File: src/rtl/common_bus_pkg.sv
// Shared constants for the basic-computer common-bus controller.
package common_bus_pkg;
  localparam int MODE_FIXED = 0;
  localparam int MODE_RR    = 1;

  localparam int DEF_WIDTH = 16;
  localparam int DEF_NSRC  = 8;
  localparam int DEF_CNT_W = 8;

  localparam int SRC_AR  = 1;
  localparam int SRC_PC  = 2;
  localparam int SRC_DR  = 3;
  localparam int SRC_AC  = 4;
  localparam int SRC_IR  = 5;
  localparam int SRC_TR  = 6;
  localparam int SRC_MEM = 7;
endpackage

File: src/rtl/bus_grant_arb.sv
// Combinational grant selection: fixed (highest index) or round-robin after ptr.
module bus_grant_arb #(
  parameter int NSRC  = 8,
  parameter int SEL_W = $clog2(NSRC)
) (
  input  logic [NSRC-1:0]  req,
  input  logic [SEL_W-1:0] ptr,
  input  logic             mode,
  output logic [SEL_W-1:0] grant,
  output logic             any,
  output logic             multi
);
  int   idx;
  logic found;

  assign any   = |req;
  assign multi = |(req & (req - NSRC'(1)));

  always_comb begin
    grant = '0;
    found = 1'b0;
    idx   = 0;
    if (mode) begin
      // Search starts just past the last winner and wraps.
      for (int k = 1; k <= NSRC; k++) begin
        idx = (int'(ptr) + k) % NSRC;
        if (!found && req[idx]) begin
          grant = SEL_W'(idx);
          found = 1'b1;
        end
      end
    end else begin
      for (int i = 0; i < NSRC; i++) begin
        if (req[i]) grant = SEL_W'(i);
      end
    end
  end
endmodule

File: src/rtl/common_bus_ctrl.sv
// Registered common-bus controller: one grant per cycle, conflict flag and counter.
module common_bus_ctrl
  import common_bus_pkg::*;
#(
  parameter int WIDTH = DEF_WIDTH,
  parameter int NSRC  = DEF_NSRC,
  parameter int SEL_W = $clog2(NSRC),
  parameter int MODE  = MODE_FIXED,
  parameter int CNT_W = DEF_CNT_W
) (
  input  logic                  clk,
  input  logic                  rst,
  input  logic [NSRC-1:0]       src_req,
  input  logic [NSRC*WIDTH-1:0] src_data,
  input  logic                  bus_hold,
  input  logic                  conflict_clr,
  output logic [SEL_W-1:0]      bus_sel,
  output logic [WIDTH-1:0]      bus_data,
  output logic                  bus_valid,
  output logic                  conflict,
  output logic [CNT_W-1:0]      conflict_cnt
);
  logic [SEL_W-1:0] grant;
  logic             any;
  logic             multi;
  logic [SEL_W-1:0] ptr_p0;
  logic [SEL_W-1:0] sel_p0;
  logic [WIDTH-1:0] data_p0;
  logic             vld_p0;
  logic             flag_p0;
  logic [CNT_W-1:0] cnt_p0;

  function automatic logic [CNT_W-1:0] sat_inc(input logic [CNT_W-1:0] v);
    return (&v) ? v : v + CNT_W'(1);
  endfunction

  bus_grant_arb #(.NSRC(NSRC), .SEL_W(SEL_W)) u_arb (
    .req   (src_req),
    .ptr   (ptr_p0),
    .mode  (MODE == MODE_RR),
    .grant (grant),
    .any   (any),
    .multi (multi)
  );

  // Stage p0: grant register, rotating pointer
  always_ff @(posedge clk) begin
    if (rst) begin
      ptr_p0  <= SEL_W'(NSRC - 1);
      sel_p0  <= '0;
      data_p0 <= '0;
      vld_p0  <= 1'b0;
    end else if (!bus_hold) begin
      vld_p0 <= any;
      if (any) begin
        ptr_p0  <= grant;
        sel_p0  <= grant;
        data_p0 <= src_data[int'(grant)*WIDTH +: WIDTH];
      end
    end
  end

  // Stage p0: conflict tracking; a conflict in the clearing cycle restarts at 1
  always_ff @(posedge clk) begin
    if (rst) begin
      flag_p0 <= 1'b0;
      cnt_p0  <= '0;
    end else if (!bus_hold && multi) begin
      flag_p0 <= 1'b1;
      cnt_p0  <= conflict_clr ? CNT_W'(1) : sat_inc(cnt_p0);
    end else if (conflict_clr) begin
      flag_p0 <= 1'b0;
      cnt_p0  <= '0;
    end
  end

  assign bus_sel      = sel_p0;
  assign bus_data     = data_p0;
  assign bus_valid    = vld_p0;
  assign conflict     = flag_p0;
  assign conflict_cnt = cnt_p0;
endmodule

File: config.mk
export PLATFORM = sky130hd
export DESIGN_NAME = common_bus_ctrl
export DESIGN_NICKNAME = d
export VERILOG_FILES = /design/src/rtl/common_bus_pkg.sv /design/src/rtl/bus_grant_arb.sv /design/src/rtl/common_bus_ctrl.sv
export SDC_FILE = /design/constraint.sdc
export NUM_CORES = 1
export LEC_CHECK = 0
export ABC_AREA = 1
export CORE_ASPECT_RATIO = 0.75
export CORE_MARGIN = 1.5
export CORE_UTILIZATION = 42
export DETAILED_ROUTE_END_ITERATION = 6
export PLACE_DENSITY = 0.95
export SYNTH_ARGS = -nofsm -noshare
export SYNTH_HDL_FRONTEND = slang
export SYNTH_SLANG_ARGS = --single-unit
File: constraint.sdc
create_clock -name clk -period 4.13 [get_ports clk]
set_input_delay 0.826 -clock clk [delete_from_list [all_inputs] [get_ports clk]]
set_output_delay 0.826 -clock clk [all_outputs]
set_load 0.05 [all_outputs]
==> flow_metrics.env, run 1 <==
export IMPL_status="finished, final reports clean"
export IMPL_clockBufferDepth=2
export IMPL_die_area_um2=7560
export IMPL_drt_iter0_markers=241
export IMPL_coreArea_um2=6799
export IMPL_slew_headroom_pct=23.57
export IMPL_tns_ps=0
export IMPL_ys_types=28
export IMPL_drive_gt1_share_pct=3.286
export IMPL_min_path_type="flop to flop"
export IMPL_ys_flop_type="dfxtp_1"
export IMPL_finClkSkew_ps=2.169
export IMPL_drc=0
export IMPL_arrival_ps=3090
export IMPL_io_buffers=168
export IMPL_timing_hold_ws_ps=467.8
export IMPL_die_h_um=75.68
export IMPL_cts_clk_slew_worst_paths_ps=60
export IMPL_fillers=610
export IMPL_post_route_period_util_pct=69.59
export IMPL_first_pass_iters=5
export IMPL_ys_warn_count=0
export IMPL_leakage_nw=2.340
export IMPL_ios=169
export IMPL_synth_largest_area_cell="nand3_1"
export IMPL_dieWidth_um=99.90
export IMPL_place_area_um2=4584
export IMPL_worstMarginPinSlew_ps=1142
export IMPL_synth_edf_count=0
export IMPL_start_util_pct=43.50
export IMPL_clk_latency_ps=270
export IMPL_hold_viol=0
export IMPL_synth_async_sr_flop_share_pct=0
export IMPL_synth_top_cells_by_area="nand3_1 30%, nand2_1 21%, dfxtp_1 20%, inv_1 12%, buf_2 3.4%"
export IMPL_post_cts_buffers=0
export IMPL_ff_latch_area_um2=580.6
export IMPL_drv_cap=0
export IMPL_areaGrowthSynthToFinish_pct=57.91
export IMPL_synth_cell_area_um2=2958
export IMPL_cts_root_buffer="clkbuf_8"
export IMPL_vdd_drop_max_uv=161.8
export IMPL_seq_area_frac_synth_pct=19.63
export IMPL_grt_pass1_vias=3627
export IMPL_globalplace_congestion=0.8680
export IMPL_crit_type="input port to flop"
export IMPL_fmax_mhz=347.9
export IMPL_overflow=0
export IMPL_routed_via_density=5.258
export IMPL_rsz0062_at_grt="false"
export IMPL_via_count=4122
export IMPL_synth_seq_cells=29
export IMPL_totalWireLength_mm=11.04
export IMPL_fin_total_pwr_mw=1.009
export IMPL_cts_repair_resized=0
export IMPL_finalCriticalPeriod_ps=2874
export IMPL_multi_input_area_um2=1800
export IMPL_drv_slew=0
export IMPL_synth_fp_nets=695
export IMPL_syn_avg_cell_area_um2=5.339
export IMPL_grtUsageTotal_pct=28.23
export IMPL_cts_buffers=5
export IMPL_hold_buffers=0
export IMPL_crit_fanout=65
export IMPL_n_antenna_cell=0
export IMPL_grt_max_degree=66
export IMPL_cts_sinks=29
export IMPL_syn_inst=554
export IMPL_setup_viol=0
export IMPL_netlist_area_leader_share_pct=29.78
export IMPL_post_drt_wl_per_cell_um=14.08
export IMPL_worstPathRequired_ps=4350
export IMPL_cts_max_level=2
export IMPL_fin_area_um2=4671
export IMPL_row_count=26
export IMPL_power_density_nw_per_um2=216.0
export IMPL_endpoint_kind="flop"
export IMPL_grt_pass1_wl_mm=16.95
export IMPL_tritoncts="yes"
export IMPL_ant_nets=0
export IMPL_dp_hpwl_mm=8.317
export IMPL_fin_nets=841
export IMPL_antenna_found_initial=0
export IMPL_startpoint_type="input port"
path summary, 6_finish.rpt:
path / startpoint / to / slack [ps] / cells past startpoint
max: src_req[2] / bus_data[5] / 1260 / 13
min: bus_sel[2] / bus_sel[2] / 470 / 2
max reg2reg: conflict_cnt[0] / conflict_cnt[2] / 2580 / 9
min reg2reg: bus_sel[2] / bus_sel[2] / 470 / 2
placed cells by master (no fill, tap or decap), types with 4 or more instances in the layout:
cell             Yosys  layout
nand2_1            165     162
dfxtp_1             29      29
nand3_1            176     176
buf_4                4       5
nand2_2              1       4
a21oi_1              9       9
clkinv_1             4       4
inv_1               96      96
clkbuf_8             0       6
o21ai_0              4       4
nor2_1              16      16
clkdlybuf4s50_1      0     168
synth_stat cells (4+ instances only):
cell      count
a21oi_1       9
buf_6         5
clkinv_1      4
clkbuf_1      5
nor2_1       16
buf_2        20
nand2_1     165
nand3_1     176
inv_1        96
o21ai_0       4
buf_4         4
dfxtp_1      29
worst max-delay path, cell delays in order:
cell and delay (ps):
clkdlybuf4s50_1 490, inv_1 60, nand2_1 50, nand2_1 50, nand2_1 60, nand2_2 60, nand2_2 800, nand2_1 100
nand3_1 130, nand3_1 150, nand3_1 140, nand2_1 60, inv_1 80
cell type report:
type                       instances  share of cell area, %
multi-input combinational        390                  38.55
clock buffer                       7                  1.848
timing repair buffer             173                  36.81
inverter                         101                  8.117
tap                               84                  2.250
sequential                        29                  12.43
per-stage QoR:
| step | setup WS, ps | util [%] | instances |
|---|---|---|---|
| floorplan | 2268 | - | 554 |
| global placement | 1071 | 67.43 | 777 |
| detailed placement | 1004 | 67.43 | 777 |
| CTS | 1295 | 68.70 | 784 |
| global route | 1004 | 68.70 | 784 |
| finish | 1256 | 68.70 | 784 |
kinds of logic after synthesis:
kind of cell,after synthesis,share of synthesized area (%)
simple gates,368,55.84
buf+inv,135,19.75
flops,29,19.63
compound gates,19,3.765
xor+xnor,2,0.5923
fa+ha+maj,1,0.4229
per-layer routing:
layer  wire (um)  up-vias  global-route usage (%)
met5           0        -                       0
met3        1046       19                   5.596
met2        5315      208                   51.70
met1        4499     1858                   34.59
li1            -     2037                       -
met4         176        0                   7.199
flip-flops by register name (all words and copies together) (netlist names):
name	count
bus_data	16
bus_valid	1
bus_sel	3
conflict	1
conflict_cnt	8
where the power goes:
| group | switching [mW] | leakage, nW | internal (mW) |
|---|---|---|---|
| registers | 0.0138 | 0.239 | 0.299 |
| clock network | 0.104 | 0.0443 | 0.132 |
| logic | 0.241 | 2.06 | 0.220 |
| total | 0.359 | 2.34 | 0.650 |
No activity file was read; power rests on OpenSTA's default activity.
==> run 2: changes to the inputs <==
--- a/config.mk
+++ b/config.mk
@@ -8,9 +8,9 @@
 export ABC_AREA = 1
 export CORE_ASPECT_RATIO = 0.75
 export CORE_MARGIN = 1.5
-export CORE_UTILIZATION = 42
+export CORE_UTILIZATION = 39
 export DETAILED_ROUTE_END_ITERATION = 6
-export PLACE_DENSITY = 0.95
+export PLACE_DENSITY = 0.9
 export SYNTH_ARGS = -nofsm -noshare
 export SYNTH_HDL_FRONTEND = slang
 export SYNTH_SLANG_ARGS = --single-unit
==> constraint.sdc (replaced) <==
create_clock -name clk -period 2.7 [get_ports clk]
set_input_delay 0.54 -clock clk [delete_from_list [all_inputs] [get_ports clk]]
set_output_delay 0.54 -clock clk [all_outputs]
set_load 0.05 [all_outputs]
==> run 2 against run 1 <==
Effect of this change: clock power rose by 69%; via count decreased by 1.9%; non-clock buffer count up 1; wire length down 1.0%; final area rose by 1.7%; worst setup slack worse by 800 ps; clock skew grew 0.96 ps; final cell count is 2.4% higher; total power grew 57%; flip-flop and latch count unchanged.
==> flow_metrics.env, run 2 (synthesis gave the netlist of run 1 again) <==
export IMPL_hp_start="bus_sel[2]"
export IMPL_drc=0
export IMPL_largest_reg_flops=16
export IMPL_drv_cap=0
export IMPL_finalCriticalPeriod_ps=2249
export IMPL_fmax_mhz=444.7
export IMPL_crit_type="input port to flop"
export IMPL_row_count=27
export IMPL_first_pass_iters=4
export IMPL_hold_viol=0
export IMPL_fin_total_pwr_mw=1.588
export IMPL_tns_ps=0
export IMPL_setup_viol=0
export IMPL_worst_path_most_repeated_cell="nand3_1"
export IMPL_final_cell_mix="176 x nand3_1, 168 x clkdlybuf4s50_1, 162 x nand2_1"
export IMPL_worstHoldEndpoint="bus_sel[2]"
export IMPL_post_cts_buffers=0
export IMPL_rsz0062_at_grt="false"
export IMPL_place_area_um2=4651
export IMPL_cp_slowest_stage_delay_ps=690
export IMPL_cpLargestDelayFamily="simple AND/OR/NAND/NOR gates"
export IMPL_ff2ff_setup_slack_ps=1130
export IMPL_fin_area_um2=4752
export IMPL_areaGrowthSynthToFinish_pct=60.66
export IMPL_pre_cts_ws_ps=204.8
export IMPL_via_count=4042
export IMPL_cts_buffers=5
export IMPL_antenna_found_initial=0
export IMPL_dp_hpwl_mm=8.057
export IMPL_globalplace_congestion=0.8626
export IMPL_post_drt_wl_per_cell_um=13.61
export IMPL_tritoncts="yes"
export IMPL_grt_pass1_vias=3901
export IMPL_arrival_ps=2470
export IMPL_final_util_pct=64.82
export IMPL_vdd_drop_max_uv=261.0
export IMPL_io_buffers=168
export IMPL_endpoint_kind="flop"
export IMPL_cts_sinks=29
export IMPL_coreArea_um2=7331
export IMPL_post_route_period_util_pct=83.28
export IMPL_slew_headroom_pct=45.60
export IMPL_ant_nets=0
export IMPL_dieWidth_um=103.6
export IMPL_hold_buffers=0
export IMPL_path_buf_inv=2
export IMPL_grtUsageTotal_pct=26.75
export IMPL_crit_fanout=16
export IMPL_worstMarginPinSlew_ps=815.1
export IMPL_power_density_nw_per_um2=334.1
export IMPL_routed_via_density=5.034
export IMPL_fin_nets=842
export IMPL_cts_root_buffer="clkbuf_8"
export IMPL_rr_worst_depth=9
export IMPL_dp_cells=795
export IMPL_min_path_type="flop to flop"
export IMPL_die_h_um=78.42
export IMPL_start_util_pct=40.35
export IMPL_leakage_nw=2.371
export IMPL_clk_latency_ps=280
export IMPL_path_depth=8
export IMPL_startpoint_type="input port"
export IMPL_clockBufferDepth=2
export IMPL_hold_path_depth=2
export IMPL_ios=169
export IMPL_totalWireLength_mm=10.93
export IMPL_timing_hold_ws_ps=500.0
export IMPL_setup_ws_ps=451.5
export IMPL_cts_repair_resized=0
export IMPL_overflow=0
export IMPL_rr_endpoint="conflict_cnt[2]"
export IMPL_worstPathRequired_ps=2930
export IMPL_drt_iter0_markers=280
export IMPL_instances_no_fill=803
export IMPL_die_area_um2=8121
export IMPL_grt_pass1_wl_mm=17.93
export IMPL_reg2reg_from="conflict_cnt[0]"
export IMPL_finClkSkew_ps=3.132
export IMPL_n_antenna_cell=0
export IMPL_worstPathCellList="clkdlybuf4s50_1, nor2_4, nand3_1, nor2_2, nand3_1, nand3_1, nand2_1, inv_1"
export IMPL_status="finished, final reports clean"
export IMPL_final_common_cell="nand3_1"
export IMPL_drive_gt1_share_pct=3.704
export IMPL_cts_clk_slew_worst_paths_ps=60
export IMPL_cts_max_level=2
export IMPL_drv_slew=0
export IMPL_grt_max_degree=66
export IMPL_cp_slowest_cell="nor2_2"
run 2: cell count changes in the layout (fill, tap and decap cells not counted):
| cell | before | now |
|---|---|---|
| buf_12 | 0 | 3 |
| buf_4 | 5 | 3 |
| clkbuf_1 | 1 | 0 |
| clkbuf_8 | 6 | 7 |
| clkinv_2 | 0 | 1 |
run 2: final cells by class:
| class | instances | area, um2 |
|---|---|---|
| tap | 101 | 126.4 |
| inverter | 101 | 379.1 |
| clock buffer | 7 | 96.34 |
| fill | 696 | 2579 |
| sequential | 29 | 580.6 |
| clock inverter | 1 | 5.005 |
| multi-input combinational | 390 | 1800 |
| timing repair buffer | 174 | 1764 |
run 2: metal layers:
metal	track usage [%]	vias to the layer above	part of all wire [%]
met4	7.222	0	1.8
li1	-	2032	-
met2	48.20	140	48
met5	0	-	0
met3	7.558	18	7.7
met1	31.33	1852	42
run 2: where the power goes:
part	switching, mW	total [mW]	leakage (nW)	internal [mW]
Clock	0.168	0.398	0.0542	0.230
Sequential	0.0182	0.475	0.239	0.456
Combinational	0.374	0.715	2.08	0.342
run 2: how the worst max path moves through the flow:
| stage | start | to | slack, ps |
|---|---|---|---|
| 6_report | src_req[6] | bus_data[0] | 450 |
| 4_1_cts | src_req[6] | bus_data[0] | 490 |
| 3_5_place_dp | src_req[6] | bus_data[0] | 200 |
| 3_3_place_gp | src_req[6] | bus_data[15] | 320 |
| 2_1_floorplan | conflict_cnt[0] | conflict_cnt[6] | 940 |
| 5_1_grt | src_req[6] | bus_data[8] | 320 |
run 2: worst register-to-register path, delay by kind of cell, from the launching register on:
| family | cells | cell delay (ps) |
|---|---|---|
| and+or+nand+nor | 6 | 680 |
| adders and majority gates | 1 | 230 |
| buffers and inverters | 2 | 200 |
| DFF | 1 | 350 |
==> run 3: changes to the inputs <==
==> constraint.sdc (replaced) <==
create_clock -name clk -period 2.23 [get_ports clk]
set_input_delay 0.446 -clock clk [delete_from_list [all_inputs] [get_ports clk]]
set_output_delay 0.446 -clock clk [all_outputs]
set_load 0.05 [all_outputs]
==> run 3 against run 2 <==
Effect of this change: non-clock buffer count grew 8; worst hold slack lost 25 ps; clock skew shrank 2.2 ps; wire length grew 3.7%; combinational power grew 25%; worst setup slack lost 240 ps; sequential power grew 21%; first-iteration DRC count grew 23%; flip-flop and latch count is the same; critical path type is now flop to output pin; largest cell class is now buffers.
==> flow_metrics.env, run 3 (synthesis gave the netlist of run 1 again) <==
export IMPL_dieWidth_um=103.6
export IMPL_endpoint_kind="output pin"
export IMPL_clk_latency_ps=280
export IMPL_n_antenna_cell=0
export IMPL_dp_cells=803
export IMPL_die_area_um2=8121
export IMPL_cp_slowest_cell="clkdlybuf4s50_1"
export IMPL_worstMarginPinSlew_ps=535.7
export IMPL_die_h_um=78.42
export IMPL_hold_buffers=0
export IMPL_grt_pass1_wl_mm=18.16
export IMPL_crit_fanout=7
export IMPL_instances_no_fill=811
export IMPL_worstPathRequired_ps=1780
export IMPL_worstPathCellList="clkdlybuf4s50_1"
export IMPL_tns_ps=0
export IMPL_fillers=685
export IMPL_rr_endpoint="conflict_cnt[4]"
export IMPL_rr_worst_depth=9
export IMPL_cp_slowest_stage_delay_ps=850
export IMPL_antenna_found_initial=0
export IMPL_fin_nets=850
export IMPL_slew_headroom_pct=64.18
export IMPL_overflow=0
export IMPL_cts_root_buffer="clkbuf_8"
export IMPL_finClkSkew_ps=0.9125
export IMPL_drive_gt1_share_pct=4.789
export IMPL_row_count=27
export IMPL_cts_max_level=2
export IMPL_cts_repair_resized=0
export IMPL_multi_input_area_um2=1800
export IMPL_ant_nets=0
export IMPL_cpLargestDelayFamily="buffers and inverters"
export IMPL_drv_cap=0
export IMPL_status="finished, final reports clean"
export IMPL_dp_hpwl_mm=8.585
export IMPL_final_cell_mix="176 x nand3_1, 168 x clkdlybuf4s50_1, 162 x nand2_1"
export IMPL_path_buf_inv=1
export IMPL_worstHoldEndpoint="bus_sel[2]"
export IMPL_ff_latch_area_um2=580.6
export IMPL_largest_reg_flops=16
export IMPL_setup_viol=0
export IMPL_via_count=4149
export IMPL_coreArea_um2=7331
export IMPL_post_route_period_util_pct=90.60
export IMPL_ff2ff_setup_slack_ps=650
export IMPL_cts_sinks=29
export IMPL_reg2reg_from="conflict_cnt[0]"
export IMPL_fmax_mhz=495.0
export IMPL_cts_clk_slew_worst_paths_ps=70
export IMPL_hp_start="bus_sel[2]"
export IMPL_post_cts_buffers=0
export IMPL_min_path_type="flop to flop"
export IMPL_startpoint_type="flop"
export IMPL_hold_path_depth=2
export IMPL_final_common_cell="nand3_1"
export IMPL_io_buffers=168
export IMPL_finalCriticalPeriod_ps=2020
export IMPL_final_util_pct=66.12
export IMPL_drv_slew=0
export IMPL_grt_max_degree=65
export IMPL_fin_total_pwr_mw=1.895
export IMPL_clockBufferDepth=2
export IMPL_totalWireLength_mm=11.33
export IMPL_power_density_nw_per_um2=391.0
export IMPL_fin_area_um2=4847
export IMPL_start_util_pct=40.35
export IMPL_crit_type="flop to output pin"
export IMPL_setup_ws_ps=209.7
export IMPL_first_pass_iters=6
export IMPL_grt_pass1_vias=3858
export IMPL_globalplace_congestion=0.9338
export IMPL_rsz0062_at_grt="false"
export IMPL_leakage_nw=2.415
export IMPL_cts_buffers=5
export IMPL_vdd_drop_max_uv=291.5
export IMPL_areaGrowthSynthToFinish_pct=63.87
export IMPL_drt_iter0_markers=344
export IMPL_hold_viol=0
export IMPL_ios=169
export IMPL_timing_hold_ws_ps=474.7
export IMPL_place_area_um2=4761
export IMPL_routed_via_density=5.116
export IMPL_tritoncts="yes"
export IMPL_pre_cts_ws_ps=25.35
export IMPL_grtUsageTotal_pct=27.23
export IMPL_post_drt_wl_per_cell_um=13.97
export IMPL_drc=0
export IMPL_arrival_ps=1570
-- run 3: layout make-up --
cell class | instances | area share, %
Clock buffer | 5 | 1.420
Clock inverter | 3 | 0.3614
Inverter | 101 | 7.821
Multi-Input combinational cell | 390 | 37.15
Sequential cell | 29 | 11.98
Tap cell | 101 | 2.607
Timing Repair Buffer | 182 | 38.67
-- run 3: worst max path at each step --
stage / cells past startpoint / slack, ps / end / startpoint
finish: 1 / 210 / conflict_cnt[4] / conflict_cnt[4]
global route: 15 / 140 / bus_data[9] / src_req[2]
CTS: 1 / 220 / conflict_cnt[4] / conflict_cnt[4]
detailed placement: 15 / 30 / bus_data[11] / src_req[2]
global placement: 15 / 90 / bus_data[15] / src_req[2]
floorplan: 9 / 470 / conflict_cnt[6] / conflict_cnt[0]
-- run 3: metal layers --
metal  share of wire [%]  GRT usage (%)  wire, um
met1                  41          33.33      4676
met2                  49          48.33      5505
met3                 8.1          5.897       920
met4                 2.0          7.917       231
met5                   0              0         0
-- run 3: report_power, final --
| part | total (mW) | internal (mW) | switching, mW |
|---|---|---|---|
| registers | 0.575 | 0.553 | 0.0226 |
| logic | 0.892 | 0.433 | 0.459 |
| clock network | 0.428 | 0.215 | 0.213 |
